`config.mk`:
```
export PLATFORM = sky130hd
export DESIGN_NAME = id_ex_stage_flat
export DESIGN_NICKNAME = d
export VERILOG_FILES = /design/src/rtl/id_ex_stage_if.sv /design/src/rtl/id_ex_stage.sv /design/src/flat_wrapper.sv
export SDC_FILE = /design/constraint.sdc
export NUM_CORES = 1
export LEC_CHECK = 0
export ABC_AREA = 0
export CELL_PAD_IN_SITES_DETAIL_PLACEMENT = 1
export CELL_PAD_IN_SITES_GLOBAL_PLACEMENT = 1
export CORE_MARGIN = 2
export CORE_UTILIZATION = 33
export CTS_CLUSTER_DIAMETER = 150
export CTS_CLUSTER_SIZE = 8
export DETAILED_ROUTE_END_ITERATION = 16
export HOLD_SLACK_MARGIN = 0.03
export PLACE_DENSITY_LB_ADDON = 0.08
export SYNTH_ARGS = -nofsm -noshare
export SYNTH_HDL_FRONTEND = slang
export SYNTH_SLANG_ARGS = --single-unit
```
`constraint.sdc`:
```
create_clock -name clk -period 2.26 [get_ports clk]
set_input_delay 0.226 -clock clk [delete_from_list [all_inputs] [get_ports clk]]
set_output_delay 0.226 -clock clk [all_outputs]
set_load 0.01 [all_outputs]
```
`src/rtl/id_ex_stage_if.sv`:
```
// ID/EX pipeline-register bus: decoded ID fields in, registered EX fields out.
// The master side is the decode stage and the EX consumer; the slave side is id_ex_stage.
interface id_ex_stage_if #(
  parameter int DATA_W     = 32,
  parameter int REG_ADDR_W = 5
);
  logic                  id_valid;
  logic                  id_reg_dst;
  logic                  id_reg_write;
  logic [1:0]            id_alu_op;
  logic                  id_alu_src;
  logic                  id_mem_w;
  logic                  id_mem_r;
  logic                  id_mem_to_reg;
  logic [REG_ADDR_W-1:0] id_rs;
  logic [REG_ADDR_W-1:0] id_rt;
  logic [REG_ADDR_W-1:0] id_rd;
  logic [DATA_W-1:0]     id_rs_data;
  logic [DATA_W-1:0]     id_rt_data;
  logic [DATA_W-1:0]     id_imm;
  logic [5:0]            id_funct;
  logic                  flush;
  logic                  ex_hold;

  logic                  stall;
  logic                  ex_valid;
  logic                  ex_reg_write;
  logic                  ex_alu_src;
  logic                  ex_mem_w;
  logic                  ex_mem_r;
  logic                  ex_mem_to_reg;
  logic [1:0]            ex_alu_op;
  logic [DATA_W-1:0]     ex_rs_data;
  logic [DATA_W-1:0]     ex_rt_data;
  logic [DATA_W-1:0]     ex_imm;
  logic [5:0]            ex_funct;
  logic [REG_ADDR_W-1:0] ex_rs;
  logic [REG_ADDR_W-1:0] ex_rt;
  logic [REG_ADDR_W-1:0] ex_wr_addr;

  modport master (
    output id_valid, id_reg_dst, id_reg_write, id_alu_op, id_alu_src, id_mem_w, id_mem_r,
           id_mem_to_reg, id_rs, id_rt, id_rd, id_rs_data, id_rt_data, id_imm, id_funct,
           flush, ex_hold,
    input  stall, ex_valid, ex_reg_write, ex_alu_src, ex_mem_w, ex_mem_r, ex_mem_to_reg,
           ex_alu_op, ex_rs_data, ex_rt_data, ex_imm, ex_funct, ex_rs, ex_rt, ex_wr_addr
  );

  modport slave (
    input  id_valid, id_reg_dst, id_reg_write, id_alu_op, id_alu_src, id_mem_w, id_mem_r,
           id_mem_to_reg, id_rs, id_rt, id_rd, id_rs_data, id_rt_data, id_imm, id_funct,
           flush, ex_hold,
    output stall, ex_valid, ex_reg_write, ex_alu_src, ex_mem_w, ex_mem_r, ex_mem_to_reg,
           ex_alu_op, ex_rs_data, ex_rt_data, ex_imm, ex_funct, ex_rs, ex_rt, ex_wr_addr
  );
endinterface

```
`src/rtl/id_ex_stage.sv`:
```
// ID/EX pipeline register with load-use hazard detection, bubble insertion, flush and hold.
// Optional macro ID_EX_STALL_CNT_EN adds a saturating 16-bit load-use stall counter output.
module id_ex_stage #(
  parameter int DATA_W     = 32,
  parameter int REG_ADDR_W = 5
) (
  input  logic         clk,
  input  logic         rst_n,
  id_ex_stage_if.slave bus
`ifdef ID_EX_STALL_CNT_EN
  ,
  output logic [15:0]  stall_cnt
`endif
);

  typedef struct packed {
    logic                  valid;
    logic                  reg_write;
    logic                  alu_src;
    logic                  mem_w;
    logic                  mem_r;
    logic                  mem_to_reg;
    logic [1:0]            alu_op;
    logic [DATA_W-1:0]     rs_data;
    logic [DATA_W-1:0]     rt_data;
    logic [DATA_W-1:0]     imm;
    logic [5:0]            funct;
    logic [REG_ADDR_W-1:0] rs;
    logic [REG_ADDR_W-1:0] rt;
    logic [REG_ADDR_W-1:0] wr_addr;
  } ex_t;

  ex_t  ex_q;
  ex_t  ex_d;
  ex_t  captured;
  logic rt_used;
  logic hazard;

  // A load in EX blocks any ID instruction that reads its destination; rt only counts as a
  // source for R-type (reg_dst) and store (mem_w) encodings.
  always_comb begin
    rt_used = bus.id_reg_dst | bus.id_mem_w;
    hazard  = ex_q.valid & ex_q.mem_r & (ex_q.wr_addr != '0) & bus.id_valid &
              ((ex_q.wr_addr == bus.id_rs) | (rt_used & (ex_q.wr_addr == bus.id_rt)));
  end

  assign bus.stall = rst_n & (hazard | bus.ex_hold);

  always_comb begin
    captured            = '0;
    captured.valid      = bus.id_valid;
    captured.reg_write  = bus.id_reg_write & bus.id_valid;
    captured.alu_src    = bus.id_alu_src & bus.id_valid;
    captured.mem_w      = bus.id_mem_w & bus.id_valid;
    captured.mem_r      = bus.id_mem_r & bus.id_valid;
    captured.mem_to_reg = bus.id_mem_to_reg & bus.id_valid;
    captured.alu_op     = bus.id_valid ? bus.id_alu_op : 2'b00;
    captured.rs_data    = bus.id_rs_data;
    captured.rt_data    = bus.id_rt_data;
    captured.imm        = bus.id_imm;
    captured.funct      = bus.id_funct;
    captured.rs         = bus.id_rs;
    captured.rt         = bus.id_rt;
    captured.wr_addr    = bus.id_reg_dst ? bus.id_rd : bus.id_rt;

    ex_d = ex_q;
    if (bus.flush) begin
      ex_d = '0;
    end else if (bus.ex_hold) begin
      ex_d = ex_q;
    end else if (hazard) begin
      ex_d = '0;
    end else begin
      ex_d = captured;
    end
  end

  always_ff @(posedge clk or negedge rst_n) begin
    if (!rst_n) begin
      ex_q <= '0;
    end else begin
      ex_q <= ex_d;
    end
  end

`ifdef ID_EX_STALL_CNT_EN
  // Counts load-use stall edges, including those spent under ex_hold; a flush cancels that edge.
  always_ff @(posedge clk or negedge rst_n) begin
    if (!rst_n) begin
      stall_cnt <= '0;
    end else if (hazard && !bus.flush && (stall_cnt != 16'hFFFF)) begin
      stall_cnt <= stall_cnt + 16'd1;
    end
  end
`endif

  assign bus.ex_valid      = ex_q.valid;
  assign bus.ex_reg_write  = ex_q.reg_write;
  assign bus.ex_alu_src    = ex_q.alu_src;
  assign bus.ex_mem_w      = ex_q.mem_w;
  assign bus.ex_mem_r      = ex_q.mem_r;
  assign bus.ex_mem_to_reg = ex_q.mem_to_reg;
  assign bus.ex_alu_op     = ex_q.alu_op;
  assign bus.ex_rs_data    = ex_q.rs_data;
  assign bus.ex_rt_data    = ex_q.rt_data;
  assign bus.ex_imm        = ex_q.imm;
  assign bus.ex_funct      = ex_q.funct;
  assign bus.ex_rs         = ex_q.rs;
  assign bus.ex_rt         = ex_q.rt;
  assign bus.ex_wr_addr    = ex_q.wr_addr;

endmodule

```
`src/flat_wrapper.sv`:
```
// flat-port wrapper written by rule: the top's interface ports become plain ports
module id_ex_stage_flat 
#(
  parameter int DATA_W     = 32,
  parameter int REG_ADDR_W = 5
)
  (clk, rst_n, bus_id_valid, bus_id_reg_dst, bus_id_reg_write, bus_id_alu_op, bus_id_alu_src, bus_id_mem_w, bus_id_mem_r, bus_id_mem_to_reg, bus_id_rs, bus_id_rt, bus_id_rd, bus_id_rs_data, bus_id_rt_data, bus_id_imm, bus_id_funct, bus_flush, bus_ex_hold, bus_stall, bus_ex_valid, bus_ex_reg_write, bus_ex_alu_src, bus_ex_mem_w, bus_ex_mem_r, bus_ex_mem_to_reg, bus_ex_alu_op, bus_ex_rs_data, bus_ex_rt_data, bus_ex_imm, bus_ex_funct, bus_ex_rs, bus_ex_rt, bus_ex_wr_addr);
  id_ex_stage_if #(.DATA_W(DATA_W), .REG_ADDR_W(REG_ADDR_W)) bus_i ();
  input  logic clk;
  input  logic rst_n;
  input wire logic [$bits(bus_i.id_valid)-1:0] bus_id_valid;
  input wire logic [$bits(bus_i.id_reg_dst)-1:0] bus_id_reg_dst;
  input wire logic [$bits(bus_i.id_reg_write)-1:0] bus_id_reg_write;
  input wire logic [$bits(bus_i.id_alu_op)-1:0] bus_id_alu_op;
  input wire logic [$bits(bus_i.id_alu_src)-1:0] bus_id_alu_src;
  input wire logic [$bits(bus_i.id_mem_w)-1:0] bus_id_mem_w;
  input wire logic [$bits(bus_i.id_mem_r)-1:0] bus_id_mem_r;
  input wire logic [$bits(bus_i.id_mem_to_reg)-1:0] bus_id_mem_to_reg;
  input wire logic [$bits(bus_i.id_rs)-1:0] bus_id_rs;
  input wire logic [$bits(bus_i.id_rt)-1:0] bus_id_rt;
  input wire logic [$bits(bus_i.id_rd)-1:0] bus_id_rd;
  input wire logic [$bits(bus_i.id_rs_data)-1:0] bus_id_rs_data;
  input wire logic [$bits(bus_i.id_rt_data)-1:0] bus_id_rt_data;
  input wire logic [$bits(bus_i.id_imm)-1:0] bus_id_imm;
  input wire logic [$bits(bus_i.id_funct)-1:0] bus_id_funct;
  input wire logic [$bits(bus_i.flush)-1:0] bus_flush;
  input wire logic [$bits(bus_i.ex_hold)-1:0] bus_ex_hold;
  output wire logic [$bits(bus_i.stall)-1:0] bus_stall;
  output wire logic [$bits(bus_i.ex_valid)-1:0] bus_ex_valid;
  output wire logic [$bits(bus_i.ex_reg_write)-1:0] bus_ex_reg_write;
  output wire logic [$bits(bus_i.ex_alu_src)-1:0] bus_ex_alu_src;
  output wire logic [$bits(bus_i.ex_mem_w)-1:0] bus_ex_mem_w;
  output wire logic [$bits(bus_i.ex_mem_r)-1:0] bus_ex_mem_r;
  output wire logic [$bits(bus_i.ex_mem_to_reg)-1:0] bus_ex_mem_to_reg;
  output wire logic [$bits(bus_i.ex_alu_op)-1:0] bus_ex_alu_op;
  output wire logic [$bits(bus_i.ex_rs_data)-1:0] bus_ex_rs_data;
  output wire logic [$bits(bus_i.ex_rt_data)-1:0] bus_ex_rt_data;
  output wire logic [$bits(bus_i.ex_imm)-1:0] bus_ex_imm;
  output wire logic [$bits(bus_i.ex_funct)-1:0] bus_ex_funct;
  output wire logic [$bits(bus_i.ex_rs)-1:0] bus_ex_rs;
  output wire logic [$bits(bus_i.ex_rt)-1:0] bus_ex_rt;
  output wire logic [$bits(bus_i.ex_wr_addr)-1:0] bus_ex_wr_addr;
  assign bus_i.id_valid = bus_id_valid;
  assign bus_i.id_reg_dst = bus_id_reg_dst;
  assign bus_i.id_reg_write = bus_id_reg_write;
  assign bus_i.id_alu_op = bus_id_alu_op;
  assign bus_i.id_alu_src = bus_id_alu_src;
  assign bus_i.id_mem_w = bus_id_mem_w;
  assign bus_i.id_mem_r = bus_id_mem_r;
  assign bus_i.id_mem_to_reg = bus_id_mem_to_reg;
  assign bus_i.id_rs = bus_id_rs;
  assign bus_i.id_rt = bus_id_rt;
  assign bus_i.id_rd = bus_id_rd;
  assign bus_i.id_rs_data = bus_id_rs_data;
  assign bus_i.id_rt_data = bus_id_rt_data;
  assign bus_i.id_imm = bus_id_imm;
  assign bus_i.id_funct = bus_id_funct;
  assign bus_i.flush = bus_flush;
  assign bus_i.ex_hold = bus_ex_hold;
  assign bus_stall = bus_i.stall;
  assign bus_ex_valid = bus_i.ex_valid;
  assign bus_ex_reg_write = bus_i.ex_reg_write;
  assign bus_ex_alu_src = bus_i.ex_alu_src;
  assign bus_ex_mem_w = bus_i.ex_mem_w;
  assign bus_ex_mem_r = bus_i.ex_mem_r;
  assign bus_ex_mem_to_reg = bus_i.ex_mem_to_reg;
  assign bus_ex_alu_op = bus_i.ex_alu_op;
  assign bus_ex_rs_data = bus_i.ex_rs_data;
  assign bus_ex_rt_data = bus_i.ex_rt_data;
  assign bus_ex_imm = bus_i.ex_imm;
  assign bus_ex_funct = bus_i.ex_funct;
  assign bus_ex_rs = bus_i.ex_rs;
  assign bus_ex_rt = bus_i.ex_rt;
  assign bus_ex_wr_addr = bus_i.ex_wr_addr;
  id_ex_stage #(.DATA_W(DATA_W), .REG_ADDR_W(REG_ADDR_W)) u_core (.clk(clk), .rst_n(rst_n), .bus(bus_i));
endmodule
```
==> results of run 1 <==
-- what timing repair did --
item	4_1_cts	5_1_grt
endpoints found under the hold margin	125	0
hold buffers	1	0
resized for setup	5	2
pin swaps	0	3
endpoints found under the setup margin	1	1
-- worst reg2reg max path, delay by kind of cell (launching register included) --
kind / cells / cell delay [ns]
AO/OA/AOI/OAI: 3 / 0.62
flip-flops: 1 / 0.38
buffers and inverters: 2 / 0.45
AND/OR/NAND/NOR: 1 / 0.56
-- cell usage after synthesis --
master,n
xnor2_1,10
o21ai_0,19
o22ai_1,1
nor3_1,112
a22o_1,1
nand3b_1,7
clkbuf_1,75
and3b_1,5
nor3b_1,7
a32oi_1,1
nand2_1,12
nor2b_1,2
nand4_1,1
a31oi_1,5
dfrtp_1,125
or4_1,1
nand2b_1,1
nor2_1,2
o2111ai_2,1
buf_4,5
o41ai_1,112
buf_1,1
nand3_1,1
inv_1,113
buf_2,13
a22oi_1,119
-- through the flow --
step	hold WS, ns	power, uW	setup slack (ns)	cell area, um2
6_report	0.292	7060	0.0824	10300
2_1_floorplan	-0.0696	3320	0.304	6870
4_1_cts	0.279	7160	0.0312	10200
3_3_place_gp	0.426	4250	0.0326	9640
3_5_place_dp	0.429	4320	0.00448	9640
5_1_grt	0.322	7400	0.00132	10300
-- how the worst max path moves through the flow --
| stage | start | end |
|---|---|---|
| after global routing | u_core.bus.ex_wr_addr[0] | bus_stall |
| final | u_core.bus.ex_wr_addr[3] | bus_stall |
| after detailed placement | bus_id_rt[0] | bus_stall |
| after global placement | bus_id_rt[3] | bus_stall |
| after CTS | u_core.bus.ex_wr_addr[0] | bus_stall |
| after floorplan | u_core.bus.ex_wr_addr[0] | bus_stall |
-- where the power goes --
group / switching (uW) / internal, uW
Sequential: 147 / 2460
Combinational: 805 / 859
Clock: 998 / 1790
Total: 1950 / 5110
-- final cells by class --
cell class	instances	area (um2)	area share
sequential	125	3130	0.305
clock buffer	25	515	0.0503
inverter	113	424	0.0414
clock inverter	5	80.1	0.00781
timing repair buffer	276	2810	0.274
tap	270	338	0.0329
multi-input combinational	420	2960	0.289
-- logic make-up (layout without fill, tap and decap cells) --
logic type             Yosys count  count (layout)  synth area share
AO/OA/AOI/OAI                  259             259             0.297
buffers and inverters          207             419             0.118
AND/OR/NAND/NOR                151             151             0.116
flip-flops                     125             125             0.456
XOR/XNOR                        10              10            0.0128
-- routing by layer --
metal  up-vias  wire [um]
li1       3247          -
met1      3443      10500
met2       216      12300
met3        49       1520
met4         2        724
met5         -         11
==> results.json, run 1 <==
{
  "grt_pass1_vias": 7408,
  "insertion_delay_ns": 0.42,
  "h-tree-depth": 4,
  "max-slew-margin-rel": 0.473,
  "cts_tree": "done",
  "critPathBufInv": 1,
  "syn_to_final_growth_pct": 49.3,
  "initial_core_util": 0.338,
  "grt_max_degree": 126,
  "skew_ns": 0.0107,
  "drt_pass1_iterations": 4,
  "crit_chain": "or4_4 > o2111ai_4 > nor2_1 > a22o_1 > buf_6",
  "required_ns": 2.03,
  "nFillCells": 2279,
  "synth.top_cell.area_share": 0.456,
  "worstSetupPathType": "reg2out",
  "top_usage_layer": "met2",
  "tns_ns": 0,
  "cts_buffers": 17,
  "viasPerCell": 5.64,
  "synthCells": 752,
  "synthTopCellsByArea": "dfrtp_1 46%, o41ai_1 14%, a22oi_1 13%",
  "hpwl_um": 16000,
  "numPortBuffers": 255,
  "reg2reg_to": "u_core.bus.ex_rt_data[28]",
  "postRouteAntennaNets": 0,
  "hold_path_end": "u_core.bus.ex_imm[25]",
  "core_area_um2": 20300,
  "crit_path_max_incr_delay_ns": 0.56,
  "worst-r2r-setup-slack_ns": 0.14,
  "synthesis.nets": 882,
  "grtUsageMet1": 0.281,
  "routed_wl_um": 25000,
  "die-area_um2": 22000,
  "r2r_start": "u_core.bus.ex_wr_addr[3]",
  "overflow": 0,
  "synth-seq-cells": 125,
  "drive_gt1_frac": 0.0581,
  "routedWlPerCell_um": 20.2,
  "peakVddDrop_uv": 579,
  "rsz0062_at_grt": "false",
  "drv_slew": 0,
  "holdCritStartpoint": "bus_ex_hold",
  "drt_iter0_markers": 339,
  "grt_pass1_wl_um": 39800,
  "cts_sinks": 125,
  "finalCriticalPeriod_ns": 2.18,
  "cts-root-buf": "clkbuf_16",
  "status": "finished, final reports clean",
  "r2r_cells": 6,
  "crit_family": "simple AND/OR/NAND/NOR gates",
  "numPlacedInstances": 1203,
  "grt.met2_usage": 0.375,
  "start_kind": "flop",
  "stdcell_count": 1234,
  "hold_class": "in2reg",
  "utilization": 0.505,
  "synth.avg_cell_area_um2": 9.13,
  "clockBufferDepth": 2,
  "cp.depth": 5,
  "gp_congestion": 0.786,
  "ios": 256,
  "die_w_um": 148,
  "fmax_mhz": 459,
  "final_common_cell": "clkdlybuf4s50_1",
  "setup_viol": 0,
  "vias": 6957,
  "cap_violations": 0,
  "antenna_found_initial": 1,
  "clk_pin_slew_worst_paths_ns": 0.06,
  "ys_types": 26,
  "drc": 0,
  "core.rowCount": 52,
  "path_max_fanout": 2,
  "cp.arrival_ns": 1.95,
  "grt_util_met3": 0.0589,
  "gr-usage-all-layers": 0.225,
  "fp.dieH_um": 148,
  "cellPowerDensity_nw_per_um2": 689,
  "synth_top_cell_by_area": "dfrtp_1",
  "p_leak_uw": 0.00426,
  "hold_viol": 0,
  "yosys_warnings": 0,
  "diodes": 0,
  "post-route-period-util": 0.964,
  "worstMarginPinSlew_ns": 0.791,
  "final_cell_mix": "251 x clkdlybuf4s50_1, 125 x dfrtp_1, 119 x a22oi_1",
  "netlist_area_um2": 6870,
  "cp_slowest_cell": "or4_4",
  "endpoint_kind": "primary output",
  "postCtsSetupRepairBufs": 0,
  "ys_seq_area_frac": 0.456,
  "nets": 1083,
  "whs_path_depth": 2
}
Note: power is estimated with default switching activity, not from simulation.
==> run 2, diff against run 1 <==
CAP_MARGIN = 20   (was not set)
CORE_MARGIN = not set   (was 2)
CORE_UTILIZATION = 34   (was 33)
clock period = 2.62 ns   (was 2.26 ns; I/O delays follow)
==> results.json, run 2 (same netlist as run 1, synthesis figures left out) <==
{
  "peakVddDrop_uv": 457,
  "overflow": 0,
  "die_w_um": 144,
  "critPathLaunch": "u_core.bus.ex_wr_addr[0]",
  "tns_ns": 0,
  "core.rowCount": 51,
  "vias": 6981,
  "stdcell_count": 1221,
  "postCtsSetupRepairBufs": 0,
  "viasPerCell": 5.72,
  "gr-usage-all-layers": 0.240,
  "drive_gt1_frac": 0.0492,
  "hold_viol": 0,
  "status": "finished, final reports clean",
  "required_ns": 2.36,
  "fp.dieH_um": 144,
  "numPlacedInstances": 1191,
  "worstSetupPathType": "reg2out",
  "max-slew-margin-rel": 0.331,
  "cts_tree": "done",
  "cts_sinks": 125,
  "ios": 256,
  "worst-r2r-setup-slack_ns": 0.37,
  "clk_pin_slew_worst_paths_ns": 0.05,
  "finalCriticalPeriod_ns": 2.54,
  "drt_pass1_iterations": 5,
  "reg2reg_to": "u_core.bus.ex_imm[23]",
  "cts_buffers": 17,
  "power_uw": 5970,
  "final_cell_mix": "251 x clkdlybuf4s50_1, 125 x dfrtp_1, 119 x a22oi_1",
  "drt_iter0_markers": 406,
  "insertion_delay_ns": 0.42,
  "crit_chain": "or4_1 > o2111ai_4 > nor2_1 > a22o_1 > dlygate4sd2_1",
  "r2r_cells": 5,
  "grt_pass1_vias": 7262,
  "final_area_um2": 10100,
  "drv_slew": 0,
  "grt_max_degree": 126,
  "worstMarginPinSlew_ns": 1.00,
  "routedWlPerCell_um": 20.4,
  "cts-root-buf": "clkbuf_16",
  "rsz0062_at_grt": "false",
  "hold_class": "in2async",
  "cp.arrival_ns": 2.28,
  "nFillCells": 2247,
  "numPortBuffers": 255,
  "drc": 0,
  "routed_wl_um": 24900,
  "cp_slowest_cell": "or4_1",
  "nets": 1076,
  "setup_viol": 0,
  "final_common_cell": "clkdlybuf4s50_1",
  "worst_hold_slack_ns": 0.261,
  "cellPowerDensity_nw_per_um2": 590,
  "r2r_start": "u_core.bus.ex_wr_addr[0]",
  "path_max_fanout": 5,
  "clockBufferDepth": 2,
  "endpoint_kind": "primary output",
  "diodes": 0,
  "crit_path_max_incr_delay_ns": 0.60,
  "gp_congestion": 0.812,
  "antenna_found_initial": 0,
  "cap_violations": 0,
  "h-tree-depth": 4,
  "start_kind": "flop",
  "core_area_um2": 19700,
  "hpwl_um": 15700,
  "p_leak_uw": 0.00420,
  "placed_area_um2": 9540,
  "die-area_um2": 20800,
  "syn_to_final_growth_pct": 47.4,
  "postRouteAntennaNets": 0,
  "fmax_mhz": 394,
  "crit_path_end": "bus_stall",
  "initial_core_util": 0.349,
  "grt_pass1_wl_um": 38900,
  "skew_ns": 0.00964,
  "post-route-period-util": 0.968
}
run 2: cell type report:
| type | count | area, um2 | area share |
|---|---|---|---|
| Tap cell | 265 | 332 | 0.0328 |
| Clock buffer | 24 | 512 | 0.0506 |
| Inverter | 113 | 424 | 0.0419 |
| Timing Repair Buffer | 269 | 2710 | 0.268 |
| Clock inverter | 5 | 57.6 | 0.00569 |
| Multi-Input combinational cell | 420 | 2960 | 0.292 |
| Sequential cell | 125 | 3130 | 0.309 |
run 2: through the flow:
| step | setup WS [ns] | util |
|---|---|---|
| detailed placement | 0.231 | 0.486 |
| global placement | 0.261 | 0.486 |
| CTS | 0.0430 | 0.515 |
| floorplan | 0.628 | - |
| global route | 0.00738 | 0.515 |
| finish | 0.0829 | 0.515 |
run 2: worst max-delay path: cells and delay by family (launching register included):
kind | cells | cell delay (ns)
compound gates | 2 | 0.45
flops | 1 | 0.43
buf+inv | 1 | 0.31
simple gates | 2 | 0.67
run 2: worst min-delay path by stage:
stage	start	to	slack, ns	cells after the start
after floorplan	rst_n	u_core.bus.ex_alu_op[0]	-0.03	0
final	rst_n	u_core.bus.ex_rs_data[11]	0.26	2
after global routing	rst_n	u_core.bus.ex_rs_data[11]	0.28	2
after CTS	rst_n	u_core.bus.ex_rs_data[11]	0.26	2
after detailed placement	rst_n	u_core.bus.ex_rs_data[11]	0.15	1
after global placement	rst_n	u_core.bus.ex_rs_data[11]	0.14	1
run 2: metal layers:
metal | vias to the layer above | track usage | wire length, um
met5 | - | 0 | 0
met4 | 0 | 0.0929 | 576
met3 | 37 | 0.0576 | 1480
met2 | 205 | 0.393 | 12200
met1 | 3513 | 0.304 | 10700
li1 | 3226 | - | -
run 2: timing repair:
action                     CTS  global route
hold buffers                 1             0
resized for setup            1             0
setup endpoints to repair    1             0
hold endpoints to repair    13             0
run 2: report_power, final:
group | internal (uW) | switching (uW) | total (uW)
clock | 1440 | 865 | 2300
sequential | 2130 | 130 | 2260
combinational | 721 | 690 | 1410
total | 4290 | 1690 | 5970
==> run 3, diff against run 2 <==
PLACE_DENSITY = 0.86   (was not set)
PLACE_DENSITY_LB_ADDON = not set   (was 0.08)
==> results.json, run 3 (same netlist as run 1, synthesis figures left out) <==
{
  "overflow": 0,
  "cts_tree": "done",
  "gr-usage-all-layers": 0.234,
  "setup_viol": 0,
  "fmax_mhz": 396,
  "tns_ns": 0,
  "path_max_fanout": 5,
  "post-route-period-util": 0.963,
  "swShare": 0.276,
  "max-slew-margin-rel": 0.419,
  "h-tree-depth": 4,
  "initial_core_util": 0.349,
  "fp.dieH_um": 144,
  "hpwl_um": 15400,
  "diodes": 0,
  "postRouteAntennaNets": 0,
  "p_clk_frac": 0.416,
  "grt_max_degree": 154,
  "die-area_um2": 20800,
  "worst-r2r-setup-slack_ns": 0.36,
  "skew_ns": 0.0123,
  "clk_pin_slew_worst_paths_ns": 0.06,
  "finalCriticalPeriod_ns": 2.52,
  "gp_congestion": 0.820,
  "drv_slew": 0,
  "rsz0062_at_grt": "false",
  "p_seq_frac": 0.360,
  "drt_iter0_markers": 348,
  "die_w_um": 144,
  "hold_class": "in2reg",
  "insertion_delay_ns": 0.41,
  "endpoint_kind": "primary output",
  "utilization": 0.520,
  "syn_to_final_growth_pct": 49.0,
  "worstSetupPathType": "reg2out",
  "cellPowerDensity_nw_per_um2": 614,
  "p_comb_frac": 0.224,
  "cts-root-buf": "clkbuf_16",
  "nets": 1076,
  "drc": 0,
  "vias": 6937,
  "cp.arrival_ns": 2.26,
  "p_sw_uw": 1730,
  "cap_violations": 0,
  "cts_buffers": 17,
  "drive_gt1_frac": 0.0532,
  "p_leak_uw": 0.00425,
  "peakVddDrop_uv": 413,
  "viasPerCell": 5.67,
  "start_kind": "flop",
  "cts_sinks": 125,
  "postCtsSetupRepairBufs": 0,
  "grt_pass1_wl_um": 38100,
  "antenna_found_initial": 0,
  "core_area_um2": 19700,
  "final_cell_mix": "251 x clkdlybuf4s50_1, 125 x dfrtp_1, 119 x a22oi_1",
  "p_int_uw": 4550,
  "status": "finished, final reports clean",
  "hold_viol": 0,
  "clockBufferDepth": 2,
  "grt_pass1_vias": 7060,
  "ios": 256,
  "numPortBuffers": 255,
  "routedWlPerCell_um": 19.9,
  "required_ns": 2.36,
  "worstMarginPinSlew_ns": 0.871,
  "drt_pass1_iterations": 5,
  "final_common_cell": "clkdlybuf4s50_1",
  "core.rowCount": 51,
  "routed_wl_um": 24400
}
[run 3: changes by cell type in the layout (fill, tap and decap cells not counted), sizes merged]
cell      previous run  this run
clkbuf              24        18
clkinv               1         6
bufinv               1         5
clkinvlp             3         1
inv                113       115
[run 3: repair_timing]
item	in CTS	in global routing
gates resized for setup	1	1
hold buffers	1	0
hold endpoints to repair	1	0
endpoints found under the setup margin	1	1
[run 3: area by class of cell]
type                            count  area, um2
Multi-Input combinational cell    420       2960
Sequential cell                   125       3130
Fill cell                        2236       9420
Clock inverter                     14        216
Inverter                          113        424
Clock buffer                       18        429
Timing Repair Buffer              269       2740
Tap cell                          265        332
[run 3: power groups by stage]
stage	clock network [uW]	logic, uW	registers [uW]
floorplan	0	509	2360
global placement	0	1370	2280
detailed placement	0	1410	2290
CTS	2680	1420	2260
global route	2750	1520	2280
finish	2610	1410	2260
[run 3: final timing paths]
kind,start,to,cells past startpoint
setup / recovery,u_core.bus.ex_wr_addr[0],bus_stall,5
hold / removal,bus_ex_hold,u_core.bus.ex_imm[29],2
setup reg to reg,u_core.bus.ex_wr_addr[0],u_core.bus.ex_rt_data[3],5
hold reg to reg,u_core.bus.ex_rs[2],u_core.bus.ex_rs[2],2
max in group asynchronous,rst_n,u_core.bus.ex_rt_data[2],3
min in group asynchronous,rst_n,u_core.bus.ex_rt[3],2
[run 3: stage by stage]
stage	total power [uW]	setup slack [ns]	cells	hold slack (ns)	instance area, um2
after floorplan	2870	0.628	752	-0.0336	6870
after global placement	3660	0.241	1191	0.0428	9570
after detailed placement	3700	0.256	1191	0.0455	9570
after CTS	6360	0.0152	1224	0.116	10200
after global routing	6560	0.0111	1224	0.135	10200
final	6280	0.0968	1224	0.141	10200
[run 3: critical path, stage by stage, from the launching register on]
cell and delay [ns]:
dfrtp_1 0.44, or4_4 0.57, o2111ai_4 0.23, nor2_1 0.07, a22o_1 0.23, dlygate4sd2_1 0.32
[run 3: routing by layer]
metal / global-route usage / vias up / part of all wire
li1: - / 3240 / -
met1: 0.295 / 3489 / 0.42
met2: 0.382 / 184 / 0.50
met3: 0.0679 / 24 / 0.065
met4: 0.0778 / 0 / 0.017
met5: 0 / - / 0
